**config.mk**
```make
export PLATFORM = sky130hd
export DESIGN_NAME = bit_serializer
export DESIGN_NICKNAME = d
export VERILOG_FILES = /design/src/rtl/bit_serializer.sv
export SDC_FILE = /design/constraint.sdc
export NUM_CORES = 1
export LEC_CHECK = 0
export CORE_MARGIN = 2
export CORE_UTILIZATION = 40
export DETAILED_ROUTE_END_ITERATION = 8
export GPL_TIMING_DRIVEN = 0
export PLACE_DENSITY = 0.65
export SLEW_MARGIN = 15
export SYNTH_ARGS = -nofsm -noshare
export SYNTH_HDL_FRONTEND = slang
export SYNTH_SLANG_ARGS = --single-unit
```
**constraint.sdc**
```tcl
create_clock -name clk -period 1.6 [get_ports clk]
set_input_delay 0.32 -clock clk [delete_from_list [all_inputs] [get_ports clk]]
set_output_delay 0.32 -clock clk [all_outputs]
set_load 0.02 [all_outputs]
```
**src/rtl/bit_serializer.sv**
```systemverilog
// Parallel-to-serial front end: WIDTH-bit words in over valid/ready, one bit out per bit_en strobe.
// A one-word hold register lets the next word load on the same edge that consumes the last bit.
module bit_serializer #(
    parameter int WIDTH     = 8,
    parameter bit MSB_FIRST = 1'b1
) (
    input  logic             clk,
    input  logic             reset,
    input  logic [WIDTH-1:0] din,
    input  logic             din_valid,
    output logic             din_ready,
    input  logic             bit_en,
    output logic             bit_out,
    output logic             bit_valid,
    output logic             frame_start,
    output logic             frame_end
);

    localparam int CNT_W = $clog2(WIDTH);
    localparam logic [CNT_W-1:0] LAST_CNT = CNT_W'(WIDTH - 1);

    typedef enum logic {
        IDLE  = 1'b0,
        SHIFT = 1'b1
    } state_t;

    state_t             state_q, state_d;
    logic [WIDTH-1:0]   hold_q, hold_d;
    logic               hold_full_q, hold_full_d;
    logic [WIDTH-1:0]   shift_q, shift_d;
    logic [CNT_W-1:0]   cnt_q, cnt_d;
    logic               accept;

    // Advance the shifter one position toward the output end, zero-filling behind.
    function automatic logic [WIDTH-1:0] shift_toward_out(input logic [WIDTH-1:0] s);
        if (MSB_FIRST)
            return {s[WIDTH-2:0], 1'b0};
        else
            return {1'b0, s[WIDTH-1:1]};
    endfunction

    function automatic logic out_end_bit(input logic [WIDTH-1:0] s);
        if (MSB_FIRST)
            return s[WIDTH-1];
        else
            return s[0];
    endfunction

    assign accept = din_valid && !hold_full_q;

    always_comb begin
        state_d     = state_q;
        hold_d      = hold_q;
        hold_full_d = hold_full_q;
        shift_d     = shift_q;
        cnt_d       = cnt_q;

        unique case (state_q)
            IDLE: begin
                if (hold_full_q) begin
                    shift_d     = hold_q;
                    hold_full_d = 1'b0;
                    cnt_d       = '0;
                    state_d     = SHIFT;
                end
            end
            SHIFT: begin
                if (bit_en) begin
                    if (cnt_q != LAST_CNT) begin
                        shift_d = shift_toward_out(shift_q);
                        cnt_d   = cnt_q + 1'b1;
                    end else if (hold_full_q) begin
                        // Chain straight into the held word: no idle cycle between frames.
                        shift_d     = hold_q;
                        hold_full_d = 1'b0;
                        cnt_d       = '0;
                    end else begin
                        cnt_d   = '0;
                        state_d = IDLE;
                    end
                end
            end
            default: state_d = IDLE;
        endcase

        // Accept only into an empty hold, so it never collides with a drain above.
        if (accept) begin
            hold_d      = din;
            hold_full_d = 1'b1;
        end
    end

    always_ff @(posedge clk or posedge reset) begin
        if (reset) begin
            state_q     <= IDLE;
            hold_q      <= '0;
            hold_full_q <= 1'b0;
            shift_q     <= '0;
            cnt_q       <= '0;
        end else begin
            state_q     <= state_d;
            hold_q      <= hold_d;
            hold_full_q <= hold_full_d;
            shift_q     <= shift_d;
            cnt_q       <= cnt_d;
        end
    end

    // All outputs decode registered state only.
    assign din_ready   = !hold_full_q;
    assign bit_valid   = (state_q == SHIFT);
    assign bit_out     = bit_valid && out_end_bit(shift_q);
    assign frame_start = bit_valid && (cnt_q == '0);
    assign frame_end   = bit_valid && (cnt_q == LAST_CNT);

endmodule

```
==> metrics.txt, run 1 <==
P&R area growth vs syn 33.9%; worst path arrival time 1.38 ns; Crit. Startpoint cnt_q[0]; H-tree levels 1; CP Class flip-flop to primary output; clock sink count 21; MaxCap Viol Count 0; max_slew headroom 0.489; ANT cells 0; Cells after Synth 87; core area 0.00248 mm^2; Pleak 0.629 nW; delay of the slowest critical-path stage 0.43 ns; Post-synth ARST share 1.00; Max Freq 0.589 GHz; Final TNS setup -0.180 ns; gr ovfl total 0; mean post-synth cell area 12.0 um^2; failing checks setup timing; Yosys warnings 0; crit-path leading delay family flip-flops; Clock Latency Late Sink 0.30 ns; per-cell routed wire length 13.5 um; drt pass-1 iters 4; Starting DRT DRC Count 5; Worst-path clk slew 0.12 ns; FP Rows 18; Synth area leaders dfrtp_1 (50%), mux2_1 (9.7%), and3b_1 (4.2%); outcome finished, violations left; Place WS -0.321 ns; vias in the first global route 730; Post-synth top cells dfrtp_1 (21), mux2_1 (9), and3b_1 (5), inv_1 (5), nand2_1 (5); count of flip-flops with a built-in enable after synthesis 0; Vias/cell 5.12; Setup Skew 0.00837 ns; top_reg_cell synth dfrtp_1; final wirelength 1960 um; crit-path max FO 2; Yosys top cell area share 0.503; CP bufs+invs 1; critical path required time 1.28 ns; syn nets 102; final worst slack -0.0988 ns; root buffer cell clkbuf_4; largest area contributor in the netlist dfrtp_1; final setup vio count 3; vias 742; Die ar. 0.00304 mm^2; PortBufs 16; CP endpoint kind primary output; Slew Limit Fails 0; starting density of the core 0.422; RD Place Congestion 0.736; PwrDens 1500 mW/mm^2; Startpoint Class flip-flop; crit path max-delay cell type dfrtp_1; hold crit path type primary input to async pin; crit share post-route 1.06; largest net degree at the start of global routing 22; Die Span X 55.1 um; Seq/Total Area, Yosys 0.503; first-pass GRT wire length 3240 um; DR DRC count 0; Final min period 1.70 ns; post-route ant nets 0; hpwl dp 1370 um; reg2reg setup slack -0.07 ns; Mapped Area 0.00104 mm^2; most frequent cell after synthesis dfrtp_1; RSZ-0062 raised after global routing true; DIE HEIGHT 55.1 um; number of synthesized register bits 21; TritonCTS clock tree done; peak supply drop 0.991 mV; initial antenna violation count 0; Hold Fails Final Rpt 0; number of CTS-inserted buffers 3; count of cell types in the netlist 30; fin nets 131; Tightest Pin Transition 0.766 ns; layout cells sized above 1 0.296; Fillers 228; Critical R2R Launch cnt_q[0]; GRT Total Usage 0.156; worst-path cell chain ha_2, ha_4, and2_4, buf_6; clk buf depth 2; # IOs 17
==> stage by stage <==
stage	power [mW]	instances	utilization	hold slack [ns]	instance area (um^2)
after floorplan	1.41	87	-	0.297	1040
final	2.09	145	0.565	0.437	1400
after CTS	1.99	140	0.531	0.460	1320
after detailed placement	1.64	133	0.502	0.467	1240
after global placement	1.61	133	0.502	0.466	1240
after global routing	2.27	145	0.565	0.499	1400
==> cells in the final DEF (no fill, tap or decap), drive strengths merged, types with 3 or more instances in the layout <==
cell type,synthesis,layout
buf,5,16
clkbuf,0,3
dfrtp,21,21
o21ai,3,3
clkdlybuf4s50,0,11
inv,6,6
and3b,5,5
a31oi,4,4
mux2,10,10
nand2,5,5
ha,3,3
o2bb2ai,5,5
==> cell families (layout without fill, tap and decap cells) <==
| kind of cell | after synthesis | count (layout) | synth area share |
|---|---|---|---|
| AO/OA/AOI/OAI | 20 | 20 | 0.152 |
| AND/OR/NAND/NOR | 21 | 21 | 0.131 |
| flip-flops | 21 | 21 | 0.503 |
| adder cells (fa/ha/maj) | 3 | 3 | 0.0359 |
| multiplexers | 11 | 11 | 0.121 |
| buffers and inverters | 11 | 39 | 0.0575 |
==> flip-flops by register name, summed over array words and instances, names as in the netlist <==
signal and count:
bit_valid 1, cnt_q 3, shift_q 8, hold_q 8, hold_full_q 1
==> where the power goes <==
group | switching [mW] | total (mW) | internal, mW
logic | 0.417 | 0.959 | 0.542
registers | 0.138 | 0.883 | 0.745
clock network | 0.158 | 0.251 | 0.0933
total | 0.712 | 2.09 | 1.38
==> timing repair <==
action,4_1_cts,5_1_grt
resized for setup,25,11
buffers inserted,3,6
endpoints found under the setup margin,13,4
hold buffers,0,0
hold endpoints to repair,0,0
pin swaps,2,6
==> layer usage <==
metal / vias to the layer above / global-route usage / wire length [um]
met5: - / 0 / 0
met4: 0 / 0.0854 / 36
met3: 4 / 0.0323 / 65
met2: 18 / 0.248 / 890
met1: 347 / 0.198 / 971
li1: 373 / - / -
==> path summary, 6_finish.rpt <==
| check | endpoint | cells after the start |
|---|---|---|
| min | hold_full_q | 2 |
| min in group clk | shift_q[7] | 1 |
| min reg2reg | shift_q[7] | 1 |
| max | frame_end | 4 |
| max in group asynchronous | bit_valid | 2 |
| max reg2reg | shift_q[4] | 7 |
==> layout make-up <==
class	count	area, um^2	area share
Multi-Input combinational cell	55	499	0.357
Timing Repair Buffer	24	239	0.171
Buffer	5	41.3	0.0295
Sequential cell	21	527	0.377
Clock inverter	1	5.00	0.00358
Inverter	6	27.5	0.0197
Tap cell	30	37.5	0.0268
Clock buffer	3	22.5	0.0161
Note: power is estimated with default switching activity, not from simulation.
==> inputs of run 2 (changes only) <==
ABC_CLOCK_PERIOD_IN_PS = 1600   (was default)
CTS_CLUSTER_SIZE = 20   (was default)
PLACE_DENSITY = default   (was 0.65)
PLACE_DENSITY_LB_ADDON = 0.15   (was default)
==> run 2 against run 1 <==
The run still ends with setup timing left. Global-route usage rose by 0.66 points. Utilization shrank 1.2 points. Non-clock buffer count shrank 2.
==> metrics.txt, run 2 (synthesis results as in run 1) <==
RD Place Congestion 0.755; H-tree levels 1; first-pass GRT wire length 3460 um; CP endpoint kind primary output; ANT cells 0; TritonCTS clock tree done; Die Span X 55.1 um; Pleak 0.614 nW; Hold Fails Final Rpt 0; Crit. Startpoint cnt_q[0]; worst path arrival time 1.37 ns; final instance area 0.00137 mm^2; largest registers hold_q x8, shift_q x8, cnt_q x3; Critical R2R Launch cnt_q[0]; outcome finished, violations left; Worst-path clk slew 0.12 ns; # IOs 17; Slew Limit Fails 0; reg2reg setup slack -0.08 ns; Starting DRT DRC Count 3; core area 0.00248 mm^2; number of CTS-inserted buffers 3; per-cell routed wire length 14.9 um; Clock Latency Late Sink 0.31 ns; Startpoint Class flip-flop; critical path required time 1.28 ns; commonest non-fill, non-tap cell in the layout dfrtp_1; P&R area growth vs syn 31.0%; failing checks setup timing; MaxCap Viol Count 0; FF-to-FF path depth 7; Vias/cell 5.26; vias 752; drt pass-1 iters 3; Tightest Pin Transition 0.778 ns; crit path max-delay cell type dfrtp_1; starting density of the core 0.422; crit path capture frame_end; Max Freq 0.591 GHz; gr ovfl total 0; most frequent cells in the layout dfrtp_1 (20), clkdlybuf4s50_1 (11), mux2_1 (9); fin nets 129; PwrDens 1510 mW/mm^2; max_slew headroom 0.480; Setup Skew 0.00620 ns; vias in the first global route 778; crit-path max FO 3; final core area utilization 0.553; initial antenna violation count 0; largest net degree at the start of global routing 22; FP Rows 18; peak supply drop 0.928 mV; final wirelength 2130 um; GRT Total Usage 0.163; capture point of the worst reg-to-reg path shift_q[4]; clock sink count 21; post-route ant nets 0; DR DRC count 0; RSZ-0062 raised after global routing true; DIE HEIGHT 55.1 um; delay of the slowest critical-path stage 0.43 ns; root buffer cell clkbuf_4; layout cells sized above 1 0.257; final setup vio count 6; Die ar. 0.00304 mm^2; clk buf depth 2; final worst slack -0.0918 ns; Fillers 229; hold crit path type primary input to async pin; Place WS -0.331 ns; Final min period 1.69 ns; worst-path cell chain ha_2, ha_4, and2_4, buf_6; hpwl dp 1440 um; crit share post-route 1.06; placed inst area 0.00124 mm^2; # hold bufs at CTS 0; PortBufs 16; CP Class flip-flop to primary output; Power Total 2.07 mW
-- run 2: cell types whose count changed in the layout (fill, tap and decap cells not counted), sizes merged --
cell	previous run	this run
clkinv	1	0
buf	16	14
clkbuf	3	4
-- run 2: how the worst min path moves through the flow --
stage                from    endpoint  slack [ns]  cells past startpoint
2_1_floorplan       reset   bit_valid        0.30                      1
3_3_place_gp   shift_q[5]  shift_q[5]        0.47                      1
3_5_place_dp   shift_q[6]  shift_q[6]        0.47                      1
4_1_cts             reset   hold_q[2]        0.49                      2
5_1_grt        shift_q[5]  shift_q[5]        0.52                      1
6_report            reset  shift_q[2]        0.44                      2
-- run 2: layout make-up --
class	count	area (um^2)	area share
Clock buffer	4	26.3	0.0192
Multi-Input combinational cell	55	489	0.357
Sequential cell	21	527	0.385
Buffer	5	43.8	0.0320
Timing Repair Buffer	22	220	0.161
Tap cell	30	37.5	0.0274
Inverter	6	25.0	0.0183
-- run 2: power by group --
part / internal [mW] / total, mW / switching (mW)
clock: 0.0975 / 0.258 / 0.161
sequential: 0.745 / 0.887 / 0.141
combinational: 0.515 / 0.925 / 0.410
total: 1.36 / 2.07 / 0.712
-- run 2: metal layers --
| metal | global-route usage | part of all wire |
|---|---|---|
| met1 | 0.200 | 0.46 |
| met2 | 0.274 | 0.49 |
| met3 | 0.0323 | 0.030 |
| met4 | 0.0732 | 0.019 |
| met5 | 0 | 0 |
-- run 2: repair_timing --
item / in CTS / in global routing
setup endpoints to repair: 13 / 5
setup buffers: 2 / 4
gates resized for setup: 19 / 13
pin swaps: 0 / 5
-- run 2: stage by stage --
step | hold WS, ns | cells | TNS [ns]
floorplan | 0.297 | 87 | 0
global placement | 0.465 | 133 | -1.17
detailed placement | 0.470 | 133 | -1.26
CTS | 0.486 | 139 | -0.230
global route | 0.525 | 143 | -0.853
finish | 0.443 | 143 | -0.295
-- run 2: worst max-delay path: cells and delay by family (launching register included) --
family                   cells  cell delay [ns]
flip-flops                   1             0.43
buffers and inverters        1             0.12
adder cells (fa/ha/maj)      2             0.37
AND/OR/NAND/NOR              1             0.13
==> inputs of run 3 (changes only) <==
CTS_CLUSTER_DIAMETER = 40   (was default)
GPL_TIMING_DRIVEN = default   (was 0)
==> run 3 against run 2 <==
Worst setup slack improved by 0.0047 ns. Clock skew decreased by 0.0047 ns. The flow still finishes with violations (setup timing). Cell area increased by 9.0%. Critical endpoint unchanged. Final cell count increased by 4.9%. Via count increased by 3.7%. Worst hold slack got worse by 0.13 ns. Die area unchanged. Utilization increased by 4.9 points.
==> metrics.txt, run 3 (synthesis results as in run 1) <==
outcome finished, violations left; failing checks setup timing; Hold Fails Final Rpt 0; hpwl dp 1540 um; Startpoint Class flip-flop; Tightest Pin Transition 0.321 ns; largest registers hold_q x8, shift_q x8, cnt_q x3; Max Freq 0.593 GHz; crit-path max FO 2; FP Rows 18; clk buf depth 2; crit share post-route 1.05; commonest non-fill, non-tap cell in the layout dfrtp_1; starting density of the core 0.422; DR DRC count 0; first-pass GRT wire length 3600 um; Starting DRT DRC Count 5; GRT Max-Usage Layer met2; clock sink count 21; largest net degree at the start of global routing 22; Die Span X 55.1 um; DIE HEIGHT 55.1 um; layout cells sized above 1 0.358; vias in the first global route 809; Min Hold Slack 0.315 ns; max_slew headroom 0.786; root buffer cell clkbuf_4; Vias/cell 5.20; TritonCTS clock tree done; Pleak 0.661 nW; CP endpoint kind primary output; fin nets 136; number of CTS-inserted buffers 3; Slew Limit Fails 0; most frequent cells in the layout dfrtp_1 (21), buf_4 (13), clkdlybuf4s50_1 (11), mux2_1 (9), buf_6 (7); RSZ-0062 raised after global routing true; drt pass-1 iters 4; Worst-path clk slew 0.12 ns; final core area utilization 0.602; Final min period 1.69 ns; RD Place Congestion 0.697; MaxCap Viol Count 0; post-route ant nets 0; M3 GR Usage 0.0484; # hold bufs at CTS 0; hold crit path type primary input to async pin; Power Total 2.26 mW; per-cell routed wire length 14.2 um; PwrDens 1510 mW/mm^2; H-tree levels 1; routing usage on met2 0.284; # IOs 17; Clock Latency Late Sink 0.31 ns; peak supply drop 0.959 mV; final setup vio count 3; P&R area growth vs syn 42.8%; Global Route met1 Usage 0.218; GRT Total Usage 0.170; PortBufs 16; core area 0.00248 mm^2; CP Class flip-flop to primary output; vias 780; Die ar. 0.00304 mm^2; ANT cells 0; worst path arrival time 1.37 ns; gr ovfl total 0; initial antenna violation count 0; final wirelength 2130 um; critical path required time 1.28 ns; reg2reg setup slack -0.01 ns; final worst slack -0.0871 ns; Setup Skew 0.00148 ns; Place WS -0.175 ns
## run 3: final timing paths
| path | depth (start not counted) | endpoint | from |
|---|---|---|---|
| max in group asynchronous | 3 | cnt_q[2] | reset |
| min in group clk | 1 | hold_q[4] | hold_q[4] |
| worst max register to register | 6 | shift_q[1] | cnt_q[0] |
| worst min register to register | 1 | hold_q[4] | hold_q[4] |
| worst max-delay path | 4 | frame_end | cnt_q[0] |
| worst min-delay path | 3 | hold_q[7] | reset |
## run 3: stage by stage
stage               setup TNS, ns  area, um^2  cells
floorplan                       0        1040     87
global placement           -0.292        1320    143
detailed placement         -0.458        1320    143
CTS                        -0.263        1400    150
global route               -0.392        1490    150
finish                     -0.139        1490    150
## run 3: cell type report
| type | instances | area (um^2) |
|---|---|---|
| repair buffers | 34 | 317 |
| multi-input cells | 55 | 554 |
| inverters | 6 | 27.5 |
| fillers | 207 | 986 |
| clock buffers | 3 | 22.5 |
| clock inverters | 1 | 7.51 |
| flip-flops and latches | 21 | 526 |
| well taps | 30 | 37.5 |
## run 3: routing by layer
layer,up-vias,share of wire
met5,-,0
met4,0,0.0047
met3,2,0.048
met2,19,0.50
met1,383,0.45
li1,376,-
## run 3: worst max-delay path, cell delays in order (launching register included)
cell and delay [ns]:
dfrtp_1 0.42, ha_2 0.20, ha_4 0.16, and2_4 0.15
buf_6 0.12
## run 3: timing repair
action,CTS,global route
resized for setup,22,20
endpoints found under the setup margin,11,10
pin swaps,3,7
buffers inserted,3,1
## run 3: report_power, final
group          switching [mW]  internal [mW]
Sequential              0.156          0.745
Clock                   0.175         0.0954
Combinational           0.482          0.604
Total                   0.812           1.44
